`src/rtl/firebird7_in_gate1_tessent_tdr_data_ctl_w19.sv`:
```
// IJTAG TDR for the gate1 19-bit data-override mux: drives select/data to the mux and
// captures the mux data_out, flagging a mismatch against the active override.
module firebird7_in_gate1_tessent_tdr_data_ctl_w19 #(
  parameter int WIDTH = 19
) (
  input  logic             ijtag_tck,
  input  logic             ijtag_reset,
  input  logic             ijtag_sel,
  input  logic             ijtag_ce,
  input  logic             ijtag_se,
  input  logic             ijtag_ue,
  input  logic             ijtag_si,
  output logic             ijtag_so,
  input  logic [WIDTH-1:0] capture_data_in,
  output logic             ijtag_select,
  output logic [WIDTH-1:0] ijtag_data_out
);

  localparam int LEN = WIDTH + 2;

  logic [LEN-1:0]   sr_q, sr_d;
  logic             upd_sel_q, upd_sel_d;
  logic [WIDTH-1:0] upd_data_q, upd_data_d;
  logic             mismatch;

  // Capture beats shift when both enables are high; nothing moves while unselected.
  always_comb begin
    sr_d     = sr_q;
    mismatch = upd_sel_q & (capture_data_in != upd_data_q);
    if (ijtag_sel && ijtag_ce) begin
      sr_d = {mismatch, upd_sel_q, capture_data_in};
    end else if (ijtag_sel && ijtag_se) begin
      sr_d = {ijtag_si, sr_q[LEN-1:1]};
    end
  end

  always_ff @(posedge ijtag_tck or negedge ijtag_reset) begin
    if (!ijtag_reset) begin
      sr_q <= '0;
    end else begin
      sr_q <= sr_d;
    end
  end

  // The mismatch flag (top chain bit) is observe-only and never reaches the update stage.
  always_comb begin
    upd_sel_d  = upd_sel_q;
    upd_data_d = upd_data_q;
    if (ijtag_sel && ijtag_ue) begin
      upd_sel_d  = sr_q[WIDTH];
      upd_data_d = sr_q[WIDTH-1:0];
    end
  end

  always_ff @(negedge ijtag_tck or negedge ijtag_reset) begin
    if (!ijtag_reset) begin
      upd_sel_q  <= 1'b0;
      upd_data_q <= '0;
    end else begin
      upd_sel_q  <= upd_sel_d;
      upd_data_q <= upd_data_d;
    end
  end

  assign ijtag_so       = sr_q[0];
  assign ijtag_select   = upd_sel_q;
  assign ijtag_data_out = upd_data_q;

endmodule

```
`config.mk`:
```
export PLATFORM = sky130hd
export DESIGN_NAME = firebird7_in_gate1_tessent_tdr_data_ctl_w19
export DESIGN_NICKNAME = d
export VERILOG_FILES = /design/src/rtl/firebird7_in_gate1_tessent_tdr_data_ctl_w19.sv
export SDC_FILE = /design/constraint.sdc
export NUM_CORES = 1
export LEC_CHECK = 0
export ABC_AREA = 1
export ABC_CLOCK_PERIOD_IN_PS = 1410
export CAP_MARGIN = 5
export CORE_UTILIZATION = 49
export DETAILED_ROUTE_END_ITERATION = 8
export MAX_ROUTING_LAYER = met4
export PLACE_DENSITY = 0.75
export REMOVE_ABC_BUFFERS = 1
export SYNTH_ARGS = -nofsm -noshare
export SYNTH_HDL_FRONTEND = slang
export SYNTH_SLANG_ARGS = --single-unit
```
`constraint.sdc`:
```
create_clock -name ijtag_tck -period 1.41 [get_ports ijtag_tck]
set_clock_uncertainty 0.2 [all_clocks]
set_input_delay 0.423 -clock ijtag_tck [delete_from_list [all_inputs] [get_ports ijtag_tck]]
set_output_delay 0.423 -clock ijtag_tck [all_outputs]
set_load 0.05 [all_outputs]
```
==> results by group, run 1 <==
Status
  – Outcome: did not finish
  – Failing step: global routing (5_1_grt)
  – Tool error: [ERROR DPL-0038] Utilization greater than 100%, impossible to legalize

Synthesis
  – Top FF cell, synth: dfrtp_1
  – Syn avg cell area: roughly 7.6 sq um
  – Yosys top cell by area: dfrtp_1
  – Yosys reg bits: 41
  – Cells after Synth: approximately 270
  – Share of flip-flops with an asynchronous set or reset: 1.00
  – Post-synth EDFFs: 0
  – Yosys warns: 0
  – Post-synthesis sequential area ratio: 0.499
  – Top-count cell post-synth: nand2_1
  – Post-synth cell types: 19
  – Top post-synthesis cells by count: nand2_1 (64), o21ai_0 (50), inv_1 (45)
  – Synth Cell Area: 2050 sq um
  – Ranking of synthesized cells by area: dfrtp_1 (26%), dfrtn_1 (24%), o21ai_0 (12%), nand2_1 (12%), inv_1 (8.2%)
  – Share of Yosys cell area claimed by the top area cell type: 0.256

Clocking
  – H-Tree Level Count: 2
  – Inserted Clock Buffers: 5
  – Root buffer cell: clkbuf_8
  – Clock Path Buffers: 2
  – CTS sink cnt: about 40

Die
  – Cell Rows: 23
  – Die X: between 60 and 70 microns
  – Initial Util: 0.514
  – Die Span Y: between 60 and 70 microns
  – # IOs: 47

Placed design
  – DP Area: about 3100 sq um
  – GPL Wtd Cong: 0.772
  – Post-DP HPWL: 3500 microns
  – Buffers added on ports: 46

STA
  – Worst_ep grt: sr_q[20]$_DFFE_PN0P_/D
  – Worst EP Category: register input

GRT
  – Largest net degree at the start of global routing: 16
stage by stage:
step	cells	TNS (ps)	util	setup WS (ps)
after floorplan	259	-34110	-	-882
after global placement	401	-39440	0.782	-961
after detailed placement	401	-42110	0.782	-1020
after CTS	445	-24910	0.961	-926
cells by family after synthesis:
group / Yosys count / share of synthesized area
buffers and inverters: 58 / 0.121
and+or+nand+nor: 88 / 0.164
AOI/OAI and AO/OA: 79 / 0.194
DFF: 41 / 0.499
xor gates and xnor gates: 5 / 0.0213
timing repair:
item                                    CTS
endpoints found under the setup margin   62
resized for setup                        86
setup buffers                            26
pin swaps                                 9
hold buffers                              2
gates cloned                              8
endpoints found under the hold margin    19
==> inputs of run 2 (changes only) <==
Settings changed: CORE_UTILIZATION 49 to 34, MAX_ROUTING_LAYER met4 to default, PLACE_DENSITY 0.75 to default, PLACE_DENSITY_LB_ADDON from default to 0.15.
==> run 2 against run 1 <==
  * The flow now finishes, with violations (negative setup slack)
  * Synthesized cell count did not move
  * Synthesized area did not move
==> results by group, run 2 <==
Final layout
  – FILL cells: 409
  – Final non-filler cell area: roughly 4000 sq um
  – Most frequent cells in the layout: buf_4 (57), inv_1 (43), nand2_1 (40), o21ai_1 (36), buf_12 (27)
  – Syn-to-layout area delta: 95.9%
  – Net total in the final layout: 430
  – Most common cell after layout, fill and taps aside: buf_4
  – Fin util: 0.709
  – Biggest register: sr_q
  – Fraction of layout instances using a drive strength above 1: 0.412
  – Number of antenna cells inserted: 0
  – Number of flip-flops in the largest register: 21

Synthesis
  – Top FF cell, synth: dfrtp_1
  – Share of Yosys cell area claimed by the top area cell type: 0.256 (unchanged)
  – Synth Cell Area: 2050 sq um (unchanged)
  – Top-count cell post-synth: nand2_1
  – Post-synth cell types: 19 (unchanged)
  – Yosys warns: 0 (unchanged)
  – Yosys reg bits: 41 (unchanged)
  – Yosys top cell by area: dfrtp_1
  – Syn avg cell area: 7.58 sq um (unchanged)
  – Share of flip-flops with an asynchronous set or reset: 1.00 (unchanged)
  – Post-synthesis sequential area ratio: 0.499 (unchanged)
  – Cells after Synth: 271 (unchanged)
  – Ranking of synthesized cells by area: dfrtp_1 (26%), dfrtn_1 (24%), o21ai_0 (12%), nand2_1 (12%), inv_1 (8.2%)
  – Top post-synthesis cells by count: nand2_1 (64), o21ai_0 (50), inv_1 (45)
  – Post-synth EDFFs: 0 (unchanged)

GRT
  – Largest net degree at the start of global routing: 16
  – Initial antenna violation count: 0
  – Most Used Layer, Global Route: met2
  – M1 GR Usage: 0.284
  – Met2 Track Usage GR: 0.420
  – Vias in the first global route: ~2,300
  – First-pass GRT wire length: between 10,000 and 15,000 microns
  – Grt total ovfl: 0
  – Met3 usage: 0.0423
  – Gr usage total: 0.240

STA
  – Max Slew Vio Count: 0
  – Setup repair after global routing missed its margin: true
  – Final setup fails: 43
  – Least-Margin Pin Slew: roughly 430 ps
  – WHS: about 27 ps
  – Post-route setup slack: -941 ps
  – Max transition margin: 0.714
  – Final Hold Viols: 0
  – Sum Neg Setup Slack: -24,470 ps

Status
  – Outcome: finished with violations
  – Violated checks: negative setup slack

Setup path
  – Critical path cell sequence: buf_6, buf_12
  – Crit path largest cell delay: ~470 ps
  – CP Buf/Inv Count: 2
  – CP required: approximately 790 ps
  – Worst path top cell family by delay: flip-flops
  – Worst reg2reg startpoint: ijtag_data_out[14]
  – Slowest cell on the critical path: dfrtn_1
  – Critical Path AT: around 1700 ps
  – Crit path max fanout: 2
  – Reg2reg setup slack: -930 ps
  – Critical Path Start: ijtag_data_out[14]
  – Startpoint Class: flip-flop
  – Crit path capture type: output pin
  – Critical path class: flip-flop to output pin

Placed design
  – GPL Wtd Cong: 0.726 (-6.0%)
  – Buffers added on ports: 46 (unchanged)
  – Post-DP HPWL: 3680 microns (+5.2%)
  – DP Worst Slack: -992 ps (+29.2 ps)
  – DP Area: 3200 sq um (+2.4%)

Die
  – Cell Rows: 27 (+17%)
  – Die Span Y: 79.7 microns (+19%)
  – Die X: 79.7 microns (+19%)
  – Initial Util: 0.362 (-0.152)
  – Core area: between 5000 and 6000 sq um
  – Die area: between 6000 and 7000 sq um
  – # IOs: 47 (unchanged)

Power
  – VDD IR-drop max: 0.000720 V
  – Pwr per Cell Area: 1200 nW/um^2
  – Static leakage: a little over 2 nW

Hold path
  – Hold Crit Class: primary input to async pin

Clocking
  – Clock Path Buffers: 2 (unchanged)
  – H-Tree Level Count: 2 (unchanged)
  – Root buffer cell: clkbuf_8
  – Clk Latency, worst-skew pair: 300 ps
  – Inserted Clock Buffers: 5 (unchanged)
  – CTS tree: done
  – CTS clk-pin slew, worst paths: approximately 80 ps
  – CTS sink cnt: 41 (unchanged)

Route
  – Total number of vias: 2,311
  – Final ANT Viol Nets: 0
  – DR DRC count: 0
  – Final wirelength: about 7100 microns
  – Iteration-0 DRC Markers: between 80 and 90
  – Drt first pass iters: 5
  – Wire length per cell: approximately 15 microns
  – Drt via density: between 4 and 5

Flow run
  – Max-cap viol count: 0
-- run 2: worst paths after layout --
kind	endpoint	depth (start not counted)
worst max-delay path	ijtag_data_out[14]	2
worst min-delay path	sr_q[20]	3
worst max register to register	sr_q[20]	10
worst min register to register	sr_q[20]	2
max in group asynchronous	sr_q[9]	3
min in group ijtag_tck	sr_q[20]	2
-- run 2: metal layers --
layer	share of wire	wire (microns)	up-vias
met5	0	0	-
met4	0.027	194	0
met3	0.042	297	18
met2	0.52	3690	68
met1	0.41	2960	1104
li1	-	-	1121
-- run 2: kinds of logic (layout without fill, tap and decap cells) --
| group | count (synthesis) | in the layout | share of synthesized area |
|---|---|---|---|
| AO/OA/AOI/OAI | 79 | 79 | 0.194 |
| XOR/XNOR | 5 | 5 | 0.0213 |
| buffers and inverters | 58 | 192 | 0.121 |
| flip-flops | 41 | 41 | 0.499 |
| AND/OR/NAND/NOR | 88 | 88 | 0.164 |
-- run 2: final cells by class --
class | instances | area [sq um] | area share
clock buffer | 7 | 86.3 | 0.0214
clock inverter | 1 | 30.0 | 0.00746
inverter | 46 | 173 | 0.0429
multi-input combinational | 172 | 970 | 0.241
sequential | 41 | 1030 | 0.255
tap | 72 | 90.1 | 0.0224
timing repair buffer | 138 | 1650 | 0.410
-- run 2: tightest hold or removal path, delay by kind of cell --
family	cells	cell delay, ps
buffers and inverters	3	420
-- run 2: report_power, final --
group          switching [W]  internal (W)
clock network       0.000416      0.000578
registers           0.000143       0.00138
logic                0.00111       0.00122
total                0.00167       0.00318
-- run 2: timing repair --
action,4_1_cts,5_1_grt
endpoints found under the hold margin,15,0
gates cloned,8,0
gates resized for setup,83,40
endpoints found under the setup margin,62,49
pin swaps,6,9
setup buffers,27,3
hold buffers,3,0
-- run 2: stage by stage --
stage / std cells / total power [W]
after floorplan: 259 / 0.00228
after global placement: 431 / 0.00328
after detailed placement: 431 / 0.00331
after CTS: 476 / 0.00469
after global routing: 477 / 0.00505
final: 477 / 0.00485
No activity file was read; power rests on OpenSTA's default activity.
==> inputs of run 3 (changes only) <==
Settings changed: CAP_MARGIN 5 to default.
==> results of run 3 <==
No change in the layout: final DEF, timing and power equal those of run 2.
==> inputs of run 4 (changes only) <==
Settings changed: CTS_BUF_LIST from default to sky130_fd_sc_hd__clkbuf_4.
==> run 4 against run 3 <==
  * The run still ends with negative setup slack left
  * Sequential share of layout area is essentially flat
  * Hold slack gained 170 ps
  * First-iteration DRC count grew 3.5%
  * Count of clock-buffer cells in the layout shrank 1
  * Final area is essentially flat
  * Total power shrank 2.8%
  * Die area is the same
  * Clock power shrank 21%
==> results by group, run 4 (same netlist as run 2, synthesis figures left out) <==
Status
  – Outcome: finished with violations
  – Violated checks: negative setup slack

Flow run
  – Max-cap viol count: 0 (unchanged)

Route
  – Wire length per cell: 14.5 microns (-3.1%)
  – Drt first pass iters: 4 (-1)
  – Total number of vias: 2,372 (+2.6%)
  – DR DRC count: 0 (unchanged)
  – Drt via density: 4.84 (about the same)
  – Iteration-0 DRC Markers: 88 (+3.5%)
  – Final wirelength: 7120 microns (-0.46%)
  – Final ANT Viol Nets: 0 (unchanged)

Power
  – Static leakage: 2.06 nW (+1.3%)
  – Pwr Total: 0.00471 W (-2.8%)
  – Pwr per Cell Area: 1170 nW/um^2 (-2.9%)
  – VDD IR-drop max: 0.000758 V (+5.3%)

Hold path
  – Hold Crit Class: primary input to async pin

Placed design
  – Placed Cells: 431 (unchanged)
  – Buffers added on ports: 46 (unchanged)
  – Post-DP HPWL: 3680 microns (unchanged)
  – DP Worst Slack: -992 ps (unchanged)
  – GPL Wtd Cong: 0.726 (unchanged)

GRT
  – Gr usage total: 0.220 (-0.0197)
  – Vias in the first global route: 2,281 (-1.6%)
  – First-pass GRT wire length: 10,600 microns (-5.7%)
  – Grt total ovfl: 0 (unchanged)
  – Largest net degree at the start of global routing: 31 (+15)
  – Initial antenna violation count: 0 (unchanged)

Final layout
  – Net total in the final layout: 443 (+3.0%)
  – Most frequent cells in the layout: buf_4 (73), nand2_1 (47), o21ai_1 (37), inv_1 (26), buf_12 (26)
  – Fraction of layout instances using a drive strength above 1: 0.469 (+0.0566)
  – Biggest register: sr_q
  – Number of flip-flops in the largest register: 21 (unchanged)
  – Most common cell after layout, fill and taps aside: buf_4
  – Final std cells w/o fill: 490 (+2.7%)
  – Number of antenna cells inserted: 0 (unchanged)
  – Syn-to-layout area delta: 96.0% (about the same)
  – Fin util: 0.709 (about the same)

Die
  – Die area: 6360 sq um (unchanged)
  – Initial Util: 0.362 (unchanged)
  – Cell Rows: 27 (unchanged)
  – Core area: 5680 sq um (unchanged)
  – # IOs: 47 (unchanged)
  – Die X: 79.7 microns (unchanged)
  – Die Span Y: 79.7 microns (unchanged)

STA
  – Max transition margin: 0.675 (-0.0394)
  – Least-Margin Pin Slew: 488 ps (+60.5 ps)
  – WHS: 195 ps (+167 ps)
  – Final Hold Viols: 0 (unchanged)
  – Setup repair after global routing missed its margin: true
  – Post-route setup slack: -992 ps (-51.0 ps)
  – Final setup fails: 43 (unchanged)
  – Max Slew Vio Count: 0 (unchanged)

Clocking
  – CTS sink cnt: 41 (unchanged)
  – CTS clk-pin slew, worst paths: 120 ps (+40 ps)
  – Inserted Clock Buffers: 5 (unchanged)
  – H-Tree Level Count: 2 (unchanged)
  – CTS tree: done
  – Clk Latency, worst-skew pair: 350 ps (+50 ps)
  – Clock Path Buffers: 2 (unchanged)
  – Root buffer cell: clkbuf_4

Setup path
  – Crit path capture type: output pin
  – Critical Path AT: 1780 ps (+50 ps)
  – Worst reg2reg startpoint: ijtag_data_out[13]
  – Startpoint Class: flip-flop
  – Crit path max fanout: 2 (unchanged)
  – CP endpoint: ijtag_data_out[13]
  – Worst Reg2Reg Path Length in Cells: 10 (unchanged)
  – Critical Path Start: ijtag_data_out[13]
  – CP required: 790 ps (about the same)
  – Crit Reg-Reg Endpoint: sr_q[20]
  – Critical path class: flip-flop to output pin
  – Reg2reg setup slack: -890 ps (+40 ps)
-- run 4: cell count changes in the layout (fill, tap and decap cells not counted), sizes merged --
cell / before / now
buf: 112 / 123
bufbuf: 1 / 0
clkbuf: 7 / 9
clkinv: 0 / 1
dlygate4sd2: 2 / 0
dlygate4sd3: 3 / 2
dlymetal6s2s: 0 / 2
dlymetal6s4s: 0 / 1
-- run 4: per-stage QoR --
step	setup TNS, ps	area, sq um
finish	-23510	4030
global route	-24390	4030
CTS	-24290	3820
detailed placement	-40850	3200
global placement	-40130	3200
floorplan	-34110	1980
-- run 4: report_power, final --
part	switching, W	leakage [nW]	internal (W)
Clock	0.000393	0.0433	0.000389
Combinational	0.00112	1.53	0.00128
Sequential	0.000154	0.490	0.00138
Total	0.00167	2.06	0.00305
-- run 4: worst min path at each step --
| stage | startpoint | to | slack, ps | cells after the start |
|---|---|---|---|---|
| 2_1_floorplan | ijtag_reset | sr_q[0] | -70 | 0 |
| 3_3_place_gp | ijtag_reset | sr_q[10] | 210 | 2 |
| 3_5_place_dp | ijtag_reset | sr_q[10] | 210 | 2 |
| 4_1_cts | ijtag_data_out[12] | ijtag_data_out[12] | 340 | 3 |
| 5_1_grt | ijtag_reset | sr_q[12] | 220 | 3 |
| 6_report | ijtag_reset | sr_q[13] | 190 | 3 |
-- run 4: critical path, cell delays in order (launching register included) --
cell and delay, ps:
dfrtn_1 470, buf_6 140, buf_12 130
-- run 4: cell type report --
type	instances	area (sq um)
Multi-Input combinational cell	172	950
Tap cell	72	90.1
Timing Repair Buffer	151	1710
Sequential cell	41	1030
Clock buffer	6	45.0
Inverter	46	173
Fill cell	415	1650
Clock inverter	2	33.8
-- run 4: metal layers --
layer / wire [microns] / GRT usage
met5: 0 / 0
met4: 157 / 0.0696
met3: 252 / 0.0309
met2: 3740 / 0.403
met1: 2970 / 0.264
-- run 4: repair_timing --
action                                 in CTS  in global routing
pin swaps                                  11                 24
endpoints found under the hold margin      21                  0
setup buffers                              41                 13
setup endpoints to repair                  62                 62
gates cloned                                4                  3
resized for setup                          73                 71
hold buffers                                3                  0
==> variant 1: new RTL, flow settings as in run 2 <==
Put one more register stage on the output `ijtag_data_out`, with the module's reset. The value now appears one clock later. The other outputs are not delayed to match.
--- a/src/rtl/firebird7_in_gate1_tessent_tdr_data_ctl_w19.sv
+++ b/src/rtl/firebird7_in_gate1_tessent_tdr_data_ctl_w19.sv
@@ -64,7 +64,13 @@
 
   assign ijtag_so       = sr_q[0];
   assign ijtag_select   = upd_sel_q;
-  assign ijtag_data_out = upd_data_q;
+  always_ff @(posedge ijtag_tck or negedge ijtag_reset) begin
+    if (!ijtag_reset) begin
+      ijtag_data_out <= '0;
+    end else begin
+      ijtag_data_out <= upd_data_q;
+    end
+  end
 
 endmodule
 
Function: not checked (the comparison handles one clock edge and no latches or derived clocks); the edit may change what the design does.
==> variant 1 against run 2 <==
The run still ends with negative setup slack left; worst setup slack better by 96 ps; area after synthesis up 23%; sequential cell count up 19; total power up 24%; clock power up 57%; routed wire length about the same; design area up 15%; largest power group is now registers.
==> variant 1: results (changes against run 2) <==
placed inst area 3790 sq um (was 3200 sq um); syn avg cell area 8.76 sq um (was 7.58 sq um); Worst-Skew Late Latency 340 ps (was 300 ps); clock-pin slew on the worst setup and hold paths 60 ps (was 80 ps); synth unique cells 18 (was 19); crit path to ijtag_select (was ijtag_data_out[14]); switching portion of total power 31.5% (was 34.4%); sum of negative setup slack -11,400 ps (was -24,470 ps); first-pass GRT wire length 11,200 um (was 11,300 um); Reg2Reg Launch Point upd_data_q[8] (was ijtag_data_out[14]); Final #Nets 450 (was 430); synth top area cells dfrtp_1 (40%), dfrtn_1 (20%), o21ai_1 (10%) (was dfrtp_1 (26%), dfrtn_1 (24%), o21ai_0 (12%)); final critical-path setup slack -844 ps (was -941 ps); DRT Pass-1 Iters 4 (was 5); CP max stage delay 450 ps (was 470 ps); Routed WL per cell 13.5 um (was 15.0 um); Overall Global Routing Usage 19.4% (was 24.0%); maximum number of pins on one net before global-route repair 28 (was 16); Reg2Reg Setup Slack -740 ps (was -930 ps); H-tree Lvls 3 (was 2); Setup crit start ijtag_select (was ijtag_data_out[14]); Total Wirelength 7150 um (about the same); number of vias per cell 4.57 (was 4.84); # setup viols final 60 (was 43); Reg2Reg Depth 9 (was 10); Die Footprint 7790 sq um (was 6360 sq um); TritonCTS buffer count 9 (was 5); layout cell share with drive strength beyond 1 37.1% (was 41.2%); RePlAce Congestion 0.737 (was 0.726); biggest regs sr_q x21, ijtag_data_out x19, upd_data_q x19; vias in the first global route 2,362 (was 2,318); worst slack, placed -996 ps (was -992 ps); WP data arrival 1630 ps (was 1730 ps); status complete, but fails checks (unchanged); peak supply drop 0.000623 V (was 0.000720 V); DP HPWL 3990 um (was 3680 um); post-synthesis sequential area ratio 59.3% (was 49.9%); hold_ws 13.1 ps (was 27.3 ps); failing checks negative setup slack (unchanged); commonest cells in the synthesized netlist nand2_1 (63), o21ai_1 (51), inv_1 (43) (was nand2_1 (64), o21ai_0 (50), inv_1 (45)); initial drt markers 105 (was 85); P_leak 2.31 nW (was 2.03 nW); Cells after DPL 487 (was 431)
-- variant 1: cell count changes after synthesis, sizes merged, moves of 2 or more --
cell    before  now
buf          4   10
clkbuf       8    2
o21ai       76   72
inv         46   43
dfrtp       21   40
clkinv       0    2
-- variant 1: area by class of cell --
cell class	instances	area [sq um]
fill	581	2590
timing repair buffer	136	1660
sequential	60	1500
multi-input combinational	172	975
inverter	45	169
clock buffer	15	166
tap	99	124
clock inverter	1	30.0
-- variant 1: per-layer routing --
metal  track usage, %  share of wire (%)
met2             31.9                 49
met1             25.5                 44
met3             3.26                4.4
met4             8.36                2.2
met5                0                  0
-- variant 1: how the worst min path moves through the flow --
stage                               endpoint  cells past startpoint
after floorplan            ijtag_data_out[0]                      0
after global placement    ijtag_data_out[15]                      2
after detailed placement  ijtag_data_out[15]                      2
after CTS                  ijtag_data_out[5]                      3
after global routing                sr_q[14]                      3
final                               sr_q[13]                      3
-- variant 1: cell families (layout without fill, tap and decap cells) --
group,after synthesis,after routing,synth area share (%)
compound gates,77,77,15.5
xor+xnor,5,5,1.73
buf+inv,57,197,9.69
flops,60,60,59.3
simple gates,90,90,13.8
-- variant 1: timing repair --
| action | CTS | global route |
|---|---|---|
| endpoints found under the setup margin | 77 | 90 |
| setup buffers | 10 | 10 |
| cloned | 5 | 2 |
| resized for setup | 73 | 34 |
| endpoints found under the hold margin | 18 | 0 |
| hold buffers | 3 | 0 |
| pin swaps | 6 | 9 |
-- variant 1: power by group through the flow --
stage | registers [W] | logic (W) | clock network (W)
3_3_place_gp | 0.00225 | 0.00178 | 0
6_report | 0.00224 | 0.00220 | 0.00156
3_5_place_dp | 0.00226 | 0.00180 | 0
5_1_grt | 0.00227 | 0.00235 | 0.00167
4_1_cts | 0.00224 | 0.00203 | 0.00159
2_1_floorplan | 0.00257 | 0.000399 | 0
==> variant 2: new RTL, config.mk and constraints of run 2 <==
Made on the original files. `WIDTH`: 19 -> 27.
--- a/src/rtl/firebird7_in_gate1_tessent_tdr_data_ctl_w19.sv
+++ b/src/rtl/firebird7_in_gate1_tessent_tdr_data_ctl_w19.sv
@@ -1,7 +1,7 @@
 // IJTAG TDR for the gate1 19-bit data-override mux: drives select/data to the mux and
 // captures the mux data_out, flagging a mismatch against the active override.
 module firebird7_in_gate1_tessent_tdr_data_ctl_w19 #(
-  parameter int WIDTH = 19
+  parameter int WIDTH = 27
 ) (
   input  logic             ijtag_tck,
   input  logic             ijtag_reset,
Ports: changed (resized capture_data_in and ijtag_data_out); port bits go from 47 to 63. No check against the original RTL was run, so the function may have changed too.
==> variant 2 against run 2 <==
The flow still finishes with violations (negative setup slack); combinational power grew 48%; sequential cell count grew 16; final cell count is 34% higher; area after synthesis is 34% higher; register-to-register slack better by 70 ps; worst setup slack worse by 26 ps; routed wire length up 40%; total power increased by 47%; design area is 41% higher; largest power group unchanged.
==> variant 2: results (changes against run 2) <==
status complete, but fails checks (unchanged); failing checks negative setup slack (unchanged); post-synthesis sequential area ratio 51.8% (was 49.9%); crit path max fanout 4 (was 2); first-pass GRT wire length 15,300 um (was 11,300 um); peak supply drop 0.000707 V (was 0.000720 V); placed inst area 4390 sq um (was 3200 sq um); crit path to ijtag_data_out[10] (was ijtag_data_out[14]); layout cell share with drive strength beyond 1 43.4% (was 41.2%); wl on met1 4000 um (was 2960 um); Setup crit start ijtag_data_out[10] (was ijtag_data_out[14]); H-tree Lvls 3 (was 2); Reg2Reg Depth 8 (was 10); number of vias per cell 4.84 (about the same); met3 wire length 378 um (was 297 um); routed via count 3,091 (was 2,311); met1 Use GR 28.6% (was 28.4%); final critical-path setup slack -967 ps (was -941 ps); PD cells 1250 nW/um^2 (was 1200 nW/um^2); worst slack, placed -1070 ps (was -992 ps); Cells after Synth 336 (was 271); Worst-Skew Late Latency 340 ps (was 300 ps); # setup viols final 59 (was 43); port bufs 62 (was 46); Reg2Reg Launch Point ijtag_data_out[15] (was ijtag_data_out[14])
==> variant 2: how the worst min path moves through the flow <==
stage | endpoint | from | cells after the start | slack (ps)
after floorplan | sr_q[0] | ijtag_reset | 0 | -70
after global placement | sr_q[0] | ijtag_reset | 2 | 220
after detailed placement | sr_q[0] | ijtag_reset | 2 | 220
after CTS | sr_q[12] | ijtag_reset | 3 | 20
after global routing | sr_q[15] | ijtag_reset | 3 | 40
final | sr_q[17] | ijtag_reset | 3 | 20
==> variant 2: cell families after synthesis <==
kind of cell,synth area share (%)
AO/OA/AOI/OAI,20.3
XOR/XNOR,6.05
buffers and inverters,9.95
flip-flops,51.8
AND/OR/NAND/NOR,11.9
==> variant 2: repair_timing <==
| item | in CTS | in global routing |
|---|---|---|
| gates cloned | 10 | 0 |
| resized for setup | 108 | 34 |
| hold endpoints to repair | 20 | 0 |
| pin swaps | 4 | 8 |
| setup buffers | 30 | 18 |
| hold buffers | 3 | 0 |
| endpoints found under the setup margin | 86 | 79 |
==> variant 2: report_power, final <==
part / switching, W / total (W) / internal, W
clock: 0.000696 / 0.00161 / 0.000909
combinational: 0.00158 / 0.00344 / 0.00186
sequential: 0.000166 / 0.00209 / 0.00192
total: 0.00244 / 0.00713 / 0.00469
==> variant 2: cell type report <==
type / count / area [sq um]
timing repair buffer: 202 / 2440
fill: 555 / 2070
sequential: 57 / 1430
multi-input combinational: 216 / 1320
inverter: 46 / 173
clock buffer: 13 / 159
tap: 102 / 128
clock inverter: 3 / 40.0
==> variant 2: tightest hold or removal path: cells and delay by family <==
kind | cells | cell delay [ps]
buffers and inverters | 3 | 460
